<file path="config.mk">
export PLATFORM = sky130hd
export DESIGN_NAME = instr_decode_stage
export DESIGN_NICKNAME = d
export VERILOG_FILES = /design/src/rtl/instr_decode_stage.sv
export SDC_FILE = /design/constraint.sdc
export NUM_CORES = 1
export LEC_CHECK = 0
export ABC_AREA = 1
export BUFFER_PORTS_ARGS = -buffer_cell sky130_fd_sc_hd__buf_2
export CAP_MARGIN = 15
export CORE_MARGIN = 3
export CORE_UTILIZATION = 55
export CTS_CLUSTER_DIAMETER = 150
export DETAILED_ROUTE_END_ITERATION = 7
export PLACE_DENSITY = 0.8
export RECOVER_POWER = 50
export SLEW_MARGIN = 20
export SYNTH_ARGS = -nofsm -noshare
export SYNTH_HDL_FRONTEND = slang
export SYNTH_SLANG_ARGS = --single-unit
</file>
<file path="constraint.sdc">
create_clock -name clk -period 1.9 [get_ports clk]
set_input_delay 0.19 -clock clk [delete_from_list [all_inputs] [get_ports clk]]
set_output_delay 0.19 -clock clk [all_outputs]
set_load 0.005 [all_outputs]
</file>
<file path="src/rtl/instr_decode_stage.sv">
// instr_decode_stage: RV32I decode with registered outputs, one-entry skid buffer and flush
module instr_decode_stage #(
    parameter int XLEN   = 32,
    parameter int REG_AW = 5
) (
    input  logic              clk,
    input  logic              rst_n,
    input  logic              flush,
    input  logic              in_valid,
    output logic              in_ready,
    input  logic [31:0]       in_instr,
    input  logic [XLEN-1:0]   in_pc,
    output logic              out_valid,
    input  logic              out_ready,
    output logic [XLEN-1:0]   out_pc,
    output logic [REG_AW-1:0] out_rs1,
    output logic [REG_AW-1:0] out_rs2,
    output logic [REG_AW-1:0] out_rd,
    output logic              out_rs1_en,
    output logic              out_rs2_en,
    output logic              out_rd_we,
    output logic [XLEN-1:0]   out_imm,
    output logic [6:0]        out_opcode,
    output logic [2:0]        out_funct3,
    output logic [6:0]        out_funct7,
    output logic              out_illegal
);
    typedef struct packed {
        logic [XLEN-1:0]   pc;
        logic [REG_AW-1:0] rs1;
        logic [REG_AW-1:0] rs2;
        logic [REG_AW-1:0] rd;
        logic              rs1_en;
        logic              rs2_en;
        logic              rd_we;
        logic [XLEN-1:0]   imm;
        logic [6:0]        opcode;
        logic [2:0]        funct3;
        logic [6:0]        funct7;
        logic              illegal;
    } bundle_t;

    bundle_t     dec, out_q, skid_q;
    logic        out_valid_q, skid_valid;
    logic [6:0]  op, f7;
    logic [2:0]  f3;
    logic        is_lui, is_auipc, is_jal, is_jalr, is_load, is_opimm, is_sys, is_misc, is_store, is_branch, is_op;
    logic        is_u, is_i, known, op_ok, shift_ok, ill;

    assign op        = in_instr[6:0];
    assign f3        = in_instr[14:12];
    assign f7        = in_instr[31:25];
    assign is_lui    = op == 7'b0110111;
    assign is_auipc  = op == 7'b0010111;
    assign is_jal    = op == 7'b1101111;
    assign is_jalr   = op == 7'b1100111;
    assign is_load   = op == 7'b0000011;
    assign is_opimm  = op == 7'b0010011;
    assign is_sys    = op == 7'b1110011;
    assign is_misc   = op == 7'b0001111;
    assign is_store  = op == 7'b0100011;
    assign is_branch = op == 7'b1100011;
    assign is_op     = op == 7'b0110011;
    assign is_u      = is_lui | is_auipc;
    assign is_i      = is_jalr | is_load | is_opimm | is_sys | is_misc;
    assign known     = is_u | is_jal | is_i | is_store | is_branch | is_op;
    assign op_ok     = f7 == 7'b0 || (f7 == 7'b0100000 && (f3 == 3'b000 || f3 == 3'b101));
    assign shift_ok  = f3 == 3'b001 ? f7 == 7'b0 : (f7 == 7'b0 || f7 == 7'b0100000);
    assign ill       = in_instr[1:0] != 2'b11 || !known
                     || (is_jalr && f3 != 3'b000)
                     || (is_branch && (f3 == 3'b010 || f3 == 3'b011))
                     || (is_load && (f3 == 3'b011 || f3 == 3'b110 || f3 == 3'b111))
                     || (is_store && f3 > 3'b010)
                     || (is_op && !op_ok)
                     || (is_opimm && (f3 == 3'b001 || f3 == 3'b101) && !shift_ok);

    // Combinational decode of the incoming word; illegal words keep only pc/opcode/funct fields
    always_comb begin
        dec         = '0;
        dec.pc      = in_pc;
        dec.opcode  = op;
        dec.funct3  = f3;
        dec.funct7  = f7;
        dec.illegal = ill;
        dec.rs1_en  = !ill && ((is_i && !is_misc) || is_store || is_branch || is_op);
        dec.rs2_en  = !ill && (is_store || is_branch || is_op);
        dec.rd_we   = !ill && (is_u || is_jal || is_i || is_op) && in_instr[11:7] != 5'd0;
        dec.rs1     = dec.rs1_en ? in_instr[19:15] : '0;
        dec.rs2     = dec.rs2_en ? in_instr[24:20] : '0;
        dec.rd      = dec.rd_we ? in_instr[11:7] : '0;
        dec.imm     = ill       ? '0
                    : is_u      ? {in_instr[31:12], 12'b0}
                    : is_jal    ? {{12{in_instr[31]}}, in_instr[19:12], in_instr[20], in_instr[30:21], 1'b0}
                    : is_store  ? {{21{in_instr[31]}}, in_instr[30:25], in_instr[11:7]}
                    : is_branch ? {{20{in_instr[31]}}, in_instr[7], in_instr[30:25], in_instr[11:8], 1'b0}
                    : is_i      ? {{21{in_instr[31]}}, in_instr[30:20]}
                    : '0;
    end

    // Output register plus skid entry; skid drains ahead of new input, flush wins over everything
    always_ff @(posedge clk or negedge rst_n) begin
        if (!rst_n) begin
            out_valid_q <= 1'b0;
            skid_valid  <= 1'b0;
            out_q       <= '0;
            skid_q      <= '0;
        end else if (flush) begin
            out_valid_q <= 1'b0;
            skid_valid  <= 1'b0;
        end else if (skid_valid) begin
            if (out_ready) begin
                out_q      <= skid_q;
                skid_valid <= 1'b0;
            end
        end else if (in_valid) begin
            if (!out_valid_q || out_ready) begin
                out_q       <= dec;
                out_valid_q <= 1'b1;
            end else begin
                skid_q     <= dec;
                skid_valid <= 1'b1;
            end
        end else if (out_ready) begin
            out_valid_q <= 1'b0;
        end
    end

    assign in_ready    = !skid_valid;
    assign out_valid   = out_valid_q;
    assign out_pc      = out_q.pc;
    assign out_rs1     = out_q.rs1;
    assign out_rs2     = out_q.rs2;
    assign out_rd      = out_q.rd;
    assign out_rs1_en  = out_q.rs1_en;
    assign out_rs2_en  = out_q.rs2_en;
    assign out_rd_we   = out_q.rd_we;
    assign out_imm     = out_q.imm;
    assign out_opcode  = out_q.opcode;
    assign out_funct3  = out_q.funct3;
    assign out_funct7  = out_q.funct7;
    assign out_illegal = out_q.illegal;
endmodule

</file>
Yosys cells after proc, flatten, opt, wreduce, memory -nomap -nowiden --
Cells that the tools add are included.
Word-level totals: register bits after elaboration 202, bits in latches 0, memory bits (writable) 0, memory bits (read-only) 0, input bits 69, output and inout port bits 102, logic and storage cells 139, memories kept 0
Operators by class: $add $sub $neg 0, multiply operators 0, div/mod/pow operators 0, magnitude comparators 1, eq/ne operators 22, shift-type cells 0, multiplexer cells 24, bitwise gates (word level) 13, reductions and logical operators 53
Operators by type and width (number):
- $mux 100 | 4
- $mux 32 | 6
- $eq 7x6->1 const B | 4
- $eq 7x7->1 const B | 4
- $logic_or 1x1->1 | 23
- $mux 5 | 3
- $eq 7x5->1 const B | 2
- $logic_and 1x1->1 | 13
- $mux 1 | 11
- $or 1x1->1 | 10
- $eq 3x3->1 const B | 3
- $reduce_and 4->1 | 2
- $eq 7x2->1 const B | 1
- $eq 7x4->1 const B | 1
- $logic_not 1->1 | 7
- $logic_not 7->1 | 1
- $eq 3x2->1 const B | 2
- $ne 2x2->1 const B | 3
- $reduce_bool 3->1 | 2
- $reduce_bool 5->1 | 1
- $reduce_bool 2->1 | 2
- $eq 3x1->1 const B | 1
- $gt 3x2->1 const B | 1
- $logic_not 3->1 | 1
- other kinds (3) | 5

Logic depth before layout (Yosys ltp) --
Gate-level depths: netlist of the first run.
depth in word-level cells 24, depth in mapped cells 15, gate-level depth less buffers 14

Worst setup path after synthesis of the first run --
OpenSTA, ideal clock, no wires.
path kind flip-flop to flip-flop, start register skid_valid, end register skid_q[18] (netlist bit), library setup time 0.135 ns, data arrival time 1.422 ns, data required time 1.765 ns, path slack 0.343 ns, stages on the path, launching flop included 8, buffers on the path 3, period minus slack after synthesis 1.557 ns, cells stage by stage dfrtp_1 > buf_2 > nor3_2 > inv_1 > clkbuf_1 > buf_1 > nand2_1 > o21ai_0
On the way: cells in the longest elaborated chain, start to end 2
Ends and longest elaborated chain:
- from (decl) | RTL line 44 | logic out_valid_q, skid_valid;
- from (signal assigned) | RTL line 104 | skid_valid <= 1'b0;
- from (signal assigned) | RTL line 109 | skid_valid <= 1'b0;
- from (signal assigned) | RTL line 113 | skid_valid <= 1'b0;
- $not 1->1 (no source line)
- $reduce_and 4->1 (no source line)
- to (signal assigned) | RTL line 106 | skid_q <= '0;
- to (signal assigned) | RTL line 120 | skid_q <= dec;
- to (decl) | RTL line 43 | bundle_t dec, out_q, skid_q;
No other way between the ends. A chain may end at the register's enable or synchronous reset.

Worst setup path in the final report of the first run --
start input in_instr[28], end register skid_q[67] (netlist bit)
On the way: cells in the longest elaborated chain, start to end 10, elaborated cells between the ends (all ways) 15, those cells by class 1 x eq/ne; 2 x mux; 12 x reduce/logical
Ends and longest elaborated chain:
- from (decl) | RTL line 11 | input logic [31:0] in_instr,
- $eq 7x6->1 | RTL line 67, 68
- $logic_and 1x1->1 | RTL line 67 | assign op_ok = f7 == 7'b0 || (f7 == 7'b0100000 && (f3 == 3'b000 || f3 == 3'b101));
- $logic_or 1x1->1 | RTL line 67
- $logic_not 1->1 | RTL line 74 | || (is_op && !op_ok)
- $logic_and 1x1->1 | RTL line 74
- $logic_or 1x1->1 | RTL line 74
- $logic_or 1x1->1 (*) | RTL line 75 | || (is_opimm && (f3 == 3'b001 || f3 == 3'b101) && !shift_ok);
- $logic_not 1->1 (*) | RTL line 85 | dec.rs1_en = !ill && ((is_i && !is_misc) || is_store || is_branch || is_op);
- $logic_and 1x1->1 (*) | RTL line 85
- $mux 5 (*) | RTL line 88 | dec.rs1 = dec.rs1_en ? in_instr[19:15] : '0;
Every way passes the cells marked *; elsewhere a longest branch is shown, timed or not.

==> results of run 1 <==
[metrics by stage]
stage	util [%]	setup WS (ns)	hold slack [ns]	power, mW
floorplan	-	0.343	-0.106	5.94
global placement	63.4	0.0793	0.179	6.64
detailed placement	63.4	0.00406	0.173	6.70
global route	71.2	-0.0271	0.0123	11.6
finish	71.2	0.104	0.00965	11.1
CTS	70.7	0.0142	0.000998	11.2
[registers in the layout, indices dropped and copies added (netlist names)]
| name | cells |
|---|---|
| out_rd_we | 1 |
| out_rs2 | 5 |
| skid_q | 100 |
| skid_valid | 1 |
| out_pc | 32 |
| out_funct7 | 7 |
| out_rs1 | 5 |
| out_valid | 1 |
| out_rs2_en | 1 |
| out_rs1_en | 1 |
| out_illegal | 1 |
| out_funct3 | 3 |
| out_rd | 5 |
| out_imm | 32 |
| out_opcode | 7 |
[where the power goes]
| part | internal [mW] | total [mW] | switching [mW] | leakage (nW) |
|---|---|---|---|---|
| clock | 2.72 | 4.39 | 1.67 | 0.374 |
| sequential | 4.87 | 5.17 | 0.303 | 2.66 |
| combinational | 0.663 | 1.56 | 0.897 | 3.57 |
[worst max-delay path by stage]
stage | start | end | slack (ns) | cells past startpoint
after floorplan | skid_valid | skid_q[18] | 0.34 | 7
after global placement | in_instr[3] | out_imm[6] | 0.08 | 15
after detailed placement | in_instr[3] | out_imm[6] | 0.004 | 15
after CTS | skid_valid | in_ready | 0.01 | 3
after global routing | in_instr[28] | skid_q[18] | -0.03 | 14
final | in_instr[28] | skid_q[67] | 0.10 | 14
[cells in the mapped netlist (all sizes together)]
library cell and count:
nand2 487, o21ai 211, dfrtp 202, nor2 122
inv 70, clkbuf 53, nand3 41, buf 17
a21oi 5, nand4 4, nor3 3, a2bb2oi 1
o31ai 1
[metal layers]
metal | vias to the layer above | part of all wire, % | global-route usage, %
li1 | 4230 | - | -
met1 | 4084 | 42 | 36.5
met2 | 359 | 46 | 41.3
met3 | 70 | 8.0 | 4.19
met4 | 2 | 3.5 | 8.73
met5 | - | 0.028 | 0
[timing repair]
| item | 4_1_cts | 5_1_grt |
|---|---|---|
| hold buffers | 42 | 1 |
| resized for setup | 1 | 13 |
| hold endpoints to repair | 84 | 1 |
| endpoints found under the setup margin | 1 | 96 |
| pin swaps | 0 | 3 |
| cloned | 1 | 4 |
[logic make-up (layout without fill, tap and decap cells)]
| group | after synthesis | after routing | share of synthesized area, % |
|---|---|---|---|
| AO/OA/AOI/OAI | 218 | 218 | 11.7 |
| flip-flops | 202 | 202 | 53.9 |
| buffers and inverters | 140 | 353 | 6.01 |
| AND/OR/NAND/NOR | 657 | 657 | 28.3 |
[layout make-up]
type,count,share of cell area (%)
Multi-Input combinational cell,875,32.0
Tap cell,220,2.32
Clock buffer,35,5.74
Timing Repair Buffer,243,14.3
Inverter,70,2.26
Sequential cell,202,42.7
Clock inverter,5,0.634
[tightest hold or removal path: stages]
cell and delay, ns:
buf_2 0.09, inv_1 0.07, o21ai_0 0.09
==> reports/metrics.csv, run 1 <==
metric;value;unit
status;complete, no violations;
final-report max-slew violation count;0;
PD cells;939;nW/um^2
Post-Layout Cell Count;1650;
post-synthesis cell count;1217;
GRT Util Overall;25.9;%
chip height;137;um
htree depth;1;
die area;18600;um^2
CTS tree;yes;
Setup Buffers After CTS;0;
R2R depth;8;
crit path time final;1.80;ns
DP Wirelength;15500;um
largest net degree at the start of global routing;100;
Port Buffer Count;170;
max-cap violations;0;
FF/Latch Area;5050;um^2
clk root buf;clkbuf_16;
number of global-route vias before repair;8032;
CP top delay family;buffers and inverters;
Starting Density;56.3;%
setup TNS;0;ns
Hold Crit Start;in_pc[0];
initial antenna violation count;1;
CP Buf/Inv Count;4;
WHS Path Cells;3;
class of the worst hold path;in2reg;
# fillers;1306;
Hold Vio Cnt, Final;0;
VDD IR max;0.618;mV
slowest CP cell;dlygate4sd3_1;
clk sinks;202;
via count;8745;
synth warn;0;
total CTS buffers;22;
Crit Path Category;in2reg;
cell mode on critical path;nand2_1;
critical-path cell list;dlygate4sd3_1, buf_2, inv_2, nand3_4, nor2_4, nand2_1, nand2_1, nand2_1, nand2_2, nand2_4, nor2_8, clkbuf_16, nand3_1, o21ai_0;
Skew-Pair Late Insertion Delay;0.50;ns
CP max FO;8;
# diodes;0;
CP arrival;2.21;ns
FP Rows;47;
DRC errors left;0;
Design Area, Final;11800;um^2
R2R Path End;out_imm[11];
register area share after synthesis;53.9;%
launch point of the worst reg-to-reg path;skid_valid;
most common cell after layout, fill and taps aside;nand2_1;
hold endpoint;skid_q[68];
final wirelength;25300;um
synthesized area per cell;7.70;um^2
# IOs;171;
clock skew;0.00815;ns
final antenna-violating net count;0;
FMAX;0.557;GHz
global-route wire length before repair;39100;um
actual slew at the worst max-slew pin;1.25;ns
DR vias/cell;5.30;
Mapped Nets;1286;
final net count;1483;
GPL Wtd Cong;0.898;
core area;16600;um^2
share of cells above drive strength 1;17.3;%
Yosys cell types;27;
most frequent cells in the layout;480 x nand2_1, 202 x dfrtp_1, 172 x o21ai_0;
crit start category;input pin;
Starting DRT DRC Count;821;
P_leak;6.61;nW
final setup fails;0;
DP Area;10500;um^2
WL/cell;15.3;um
CP Capture Type;flip-flop;
FF-to-FF setup slack;0.14;ns
Synth area leaders;dfrtp_1 54%, nand2_1 19%, o21ai_0 9.2%;
WP data required;2.31;ns
Die X;137;um
placed insts;1562;
largest stage delay on the critical path;0.53;ns
multi-input logic area;3800;um^2
slew margin rel.;16.4;%
synthesized area;9370;um^2
clock transition at the registers of the reported paths;0.06;ns
area share of the largest cell type after synthesis;53.9;%
Area Overhead vs Synth;26.4;%
cell taking the most area after synthesis;dfrtp_1;
grt ovf;0;
Tcrit/Tclk final;94.5;%
Max clock buf depth;3;
Synth Register Bits;202;
Pre-Repair DR Iteration Count;6;
Note: power is estimated with default switching activity, not from simulation.
==> run 2: changes to the inputs <==
ABC_AREA = unset   (was 1)
CORE_MARGIN = 1   (was 3)
==> run 2 against run 1 <==
Compared with the run above:
- the run now ends with negative hold slack, negative setup slack left
- final area decreased by 0.87%
- clock power fell by 5.7%
- sequential share of layout area grew 0.40 points
- clock skew increased by 0.012 ns
- worst hold slack lost 0.011 ns
- non-clock buffer count rose by 40
- sequential power down 2%
- critical endpoint is now out_rd[4]
==> reports/metrics.csv, run 2 <==
metric;value;unit;change
status;finished, violations left;;
Setup Buffers After CTS;0;;unchanged
synthesized area;9170;um^2;-2.2%
CP endpoint;out_rd[4];;
CP max FO;12;;+4
Synth area leaders;dfrtp_1 55%, nand2_1 11%, o21ai_0 5.8%;;
P_leak;5.62;nW;-15%
Synth Area in XOR/XNOR;0.0956;%;+0.096 points
Post-synth EDFFs;0;;unchanged
complex-gate fraction of the synthesized area;17.9;%;+6.1 points
RSZ-0062 raised after global routing;yes;;
Port Buffer Count;170;;unchanged
total CTS buffers;22;;unchanged
grt ovf;0;;unchanged
synthesized area per cell;9.42;um^2;+22%
Hold Vio Cnt, Final;1;;+1
DP Area;10600;um^2;+0.38%
GR peak layer;met2;;
FF-to-FF setup slack;-0.009;ns;-0.15 ns
hold slack;-0.00148;ns;-0.0111 ns
final antenna-violating net count;0;;unchanged
grt met1 use;41.0;%;+4.5 points
VDD IR max;0.623;mV;+0.89%
placed insts;1354;;-13%
FP Rows;46;;-2.1%
setup TNS;-0.0171;ns;-0.0171 ns
most frequent cell after synthesis;nand2_1;;
R2R depth;6;;-2
total power;10.7;mW;-3.7%
Area Overhead vs Synth;28.1;%;
via count;8207;;-6.2%
global-route wire length before repair;39400;um;+0.71%
# IOs;171;;unchanged
DP Wirelength;16100;um;+3.9%
fraction of registers with async set/reset;100;%;unchanged
class of the worst hold path;in2reg;;
Die X;131;um;-4.0%
actual slew at the worst max-slew pin;1.50;ns;+0.242 ns
crit start category;flip-flop;;
WP data required;2.30;ns;about the same
Synth Area in Adders;0.109;%;+0.11 points
WL/cell;17.6;um;+15%
Crit Path Category;reg2reg;;
Place WS;-0.375;ns;-0.379 ns
share of cells above drive strength 1;22.2;%;+4.8 points
most common cell after layout, fill and taps aside;nand2_1;;
max FFs per register;100;;unchanged
Post-Layout Cell Count;1438;;-13%
slew margin rel.;0.276;%;-16 points
register area share after synthesis;55.1;%;+1.2 points
die area;17200;um^2;-7.8%
Starting DRT DRC Count;755;;-8.0%
CTS tree;yes;;
largest net degree at the start of global routing;128;;+28%
GR Layer Usage met3;4.46;%;+0.27 points
launch point of the worst reg-to-reg path;skid_valid;;
clk root buf;clkbuf_16;;
initial antenna violation count;0;;-1
final wirelength;25300;um;about the same
CP Capture Type;flip-flop;;
DRC errors left;0;;unchanged
# diodes;0;;unchanged
Final Util;73.1;%;+2.0 points
Final Worst Setup Slack;-0.00922;ns;-0.113 ns
GRT Util Overall;29.4;%;+3.4 points
PD cells;912;nW/um^2;-2.9%
failing checks;negative hold slack, negative setup slack;;
Yosys cell types;54;;+100%
synth warn;0;;unchanged
Starting Density;57.1;%;+0.77 points
CP arrival;2.31;ns;+0.10 ns
number of global-route vias before repair;7787;;-3.1%
GPL Wtd Cong;0.897;;-0.11%
crit path time final;1.91;ns;+0.113 ns
area share of the largest cell type after synthesis;55.1;%;+1.2 points
most frequent cells in the layout;264 x nand2_1, 201 x dfrtp_1, 148 x buf_2;;
chip height;131;um;-4.0%
clock transition at the registers of the reported paths;0.06;ns;about the same
Most flops, register;skid_q;;
final-report max-slew violation count;0;;unchanged
htree depth;1;;unchanged
Skew-Pair Late Insertion Delay;0.50;ns;about the same
post-synthesis cell count;973;;-20%
Tcrit/Tclk final;100;%;+5.9 points
final net count;1275;;-14%
clk sinks;202;;unchanged
largest family of logic cells by synthesized area;compound AO/OA/AOI/OAI gates;;
core area;16100;um^2;-3.5%
FMAX;0.524;GHz;-5.9%
GRT met2 Usage;46.6;%;+5.2 points
max-cap violations;0;;unchanged
Pre-Repair DR Iteration Count;5;;-1
Simple-Gate Fraction of Synth Area;16.9;%;-11 points
Synth Register Bits;202;;unchanged
mux share of post-synthesis cell area;5.57;%;+5.6 points
top_reg_cell synth;dfrtp_1;;
Design Area, Final;11700;um^2;-0.87%
cell taking the most area after synthesis;dfrtp_1;;
clock skew;0.0202;ns;+0.0121 ns
Max clock buf depth;3;;unchanged
Mapped Nets;1042;;-19%
most frequent cells after synthesis;264 x nand2_1, 202 x dfrtp_1, 107 x o21ai_0;;
R2R Path End;out_rd[4];;
CP Launch Point;skid_valid;;
DR vias/cell;5.71;;+7.7%
final setup fails;2;;+2
-- run 2: cell types whose count changed after synthesis, moves of 13 or more --
cell / previous run / this run
a21oi_1: 5 / 48
a22oi_1: 0 / 13
and3_1: 0 / 29
inv_1: 63 / 19
mux2i_1: 0 / 51
nand2_1: 482 / 264
nand3_1: 31 / 8
nor2_1: 117 / 25
o21ai_0: 173 / 107
o21ai_1: 37 / 1
o22ai_1: 0 / 15
o31ai_1: 1 / 45
-- run 2: repair_timing --
item,CTS,global route
pin swaps,0,1
hold buffers,43,0
cloned,0,1
resized for setup,5,12
endpoints found under the setup margin,41,36
endpoints found under the hold margin,103,0
-- run 2: critical path, cell delays in order, from the launching register on --
cell and delay (ns):
dfrtp_4 0.54, nor2_2 0.21, o221ai_4 0.17, nor3_2 0.20
nand3_2 0.21, buf_6 0.24, o31ai_1 0.23
-- run 2: kinds of logic (layout without fill, tap and decap cells) --
logic type | Yosys count | after routing
adders and majority gates | 1 | 1
xor gates and xnor gates | 1 | 1
AOI/OAI and AO/OA | 265 | 265
DFF | 202 | 202
and+or+nand+nor | 359 | 359
muxes | 51 | 51
buffers and inverters | 94 | 343
-- run 2: worst min path at each step --
| stage | end | cells after the start | startpoint |
|---|---|---|---|
| 3_5_place_dp | out_pc[8] | 1 | rst_n |
| 2_1_floorplan | out_funct3[0] | 0 | rst_n |
| 5_1_grt | skid_q[61] | 3 | in_instr[23] |
| 3_3_place_gp | skid_q[76] | 1 | rst_n |
| 6_report | skid_q[61] | 3 | in_instr[23] |
| 4_1_cts | skid_q[62] | 3 | in_instr[24] |
-- run 2: final cells by class --
cell class                 instances  area, um^2
clock buffer                      36         684
multi-input combinational        677        3780
sequential                       202        5060
tap                              216         270
timing repair buffer             283        1850
fill                            1186        4310
inverter                          20        75.1
clock inverter                     4        25.0
-- run 2: layer usage --
layer,vias up,part of all wire [%]
li1,3859,-
met1,3991,43
met2,299,48
met3,58,6.2
met4,0,2.8
met5,-,0
-- run 2: power by group --
| part | switching (mW) | internal, mW |
|---|---|---|
| Combinational | 0.861 | 0.638 |
| Clock | 1.68 | 2.46 |
| Sequential | 0.275 | 4.80 |
| Total | 2.82 | 7.90 |
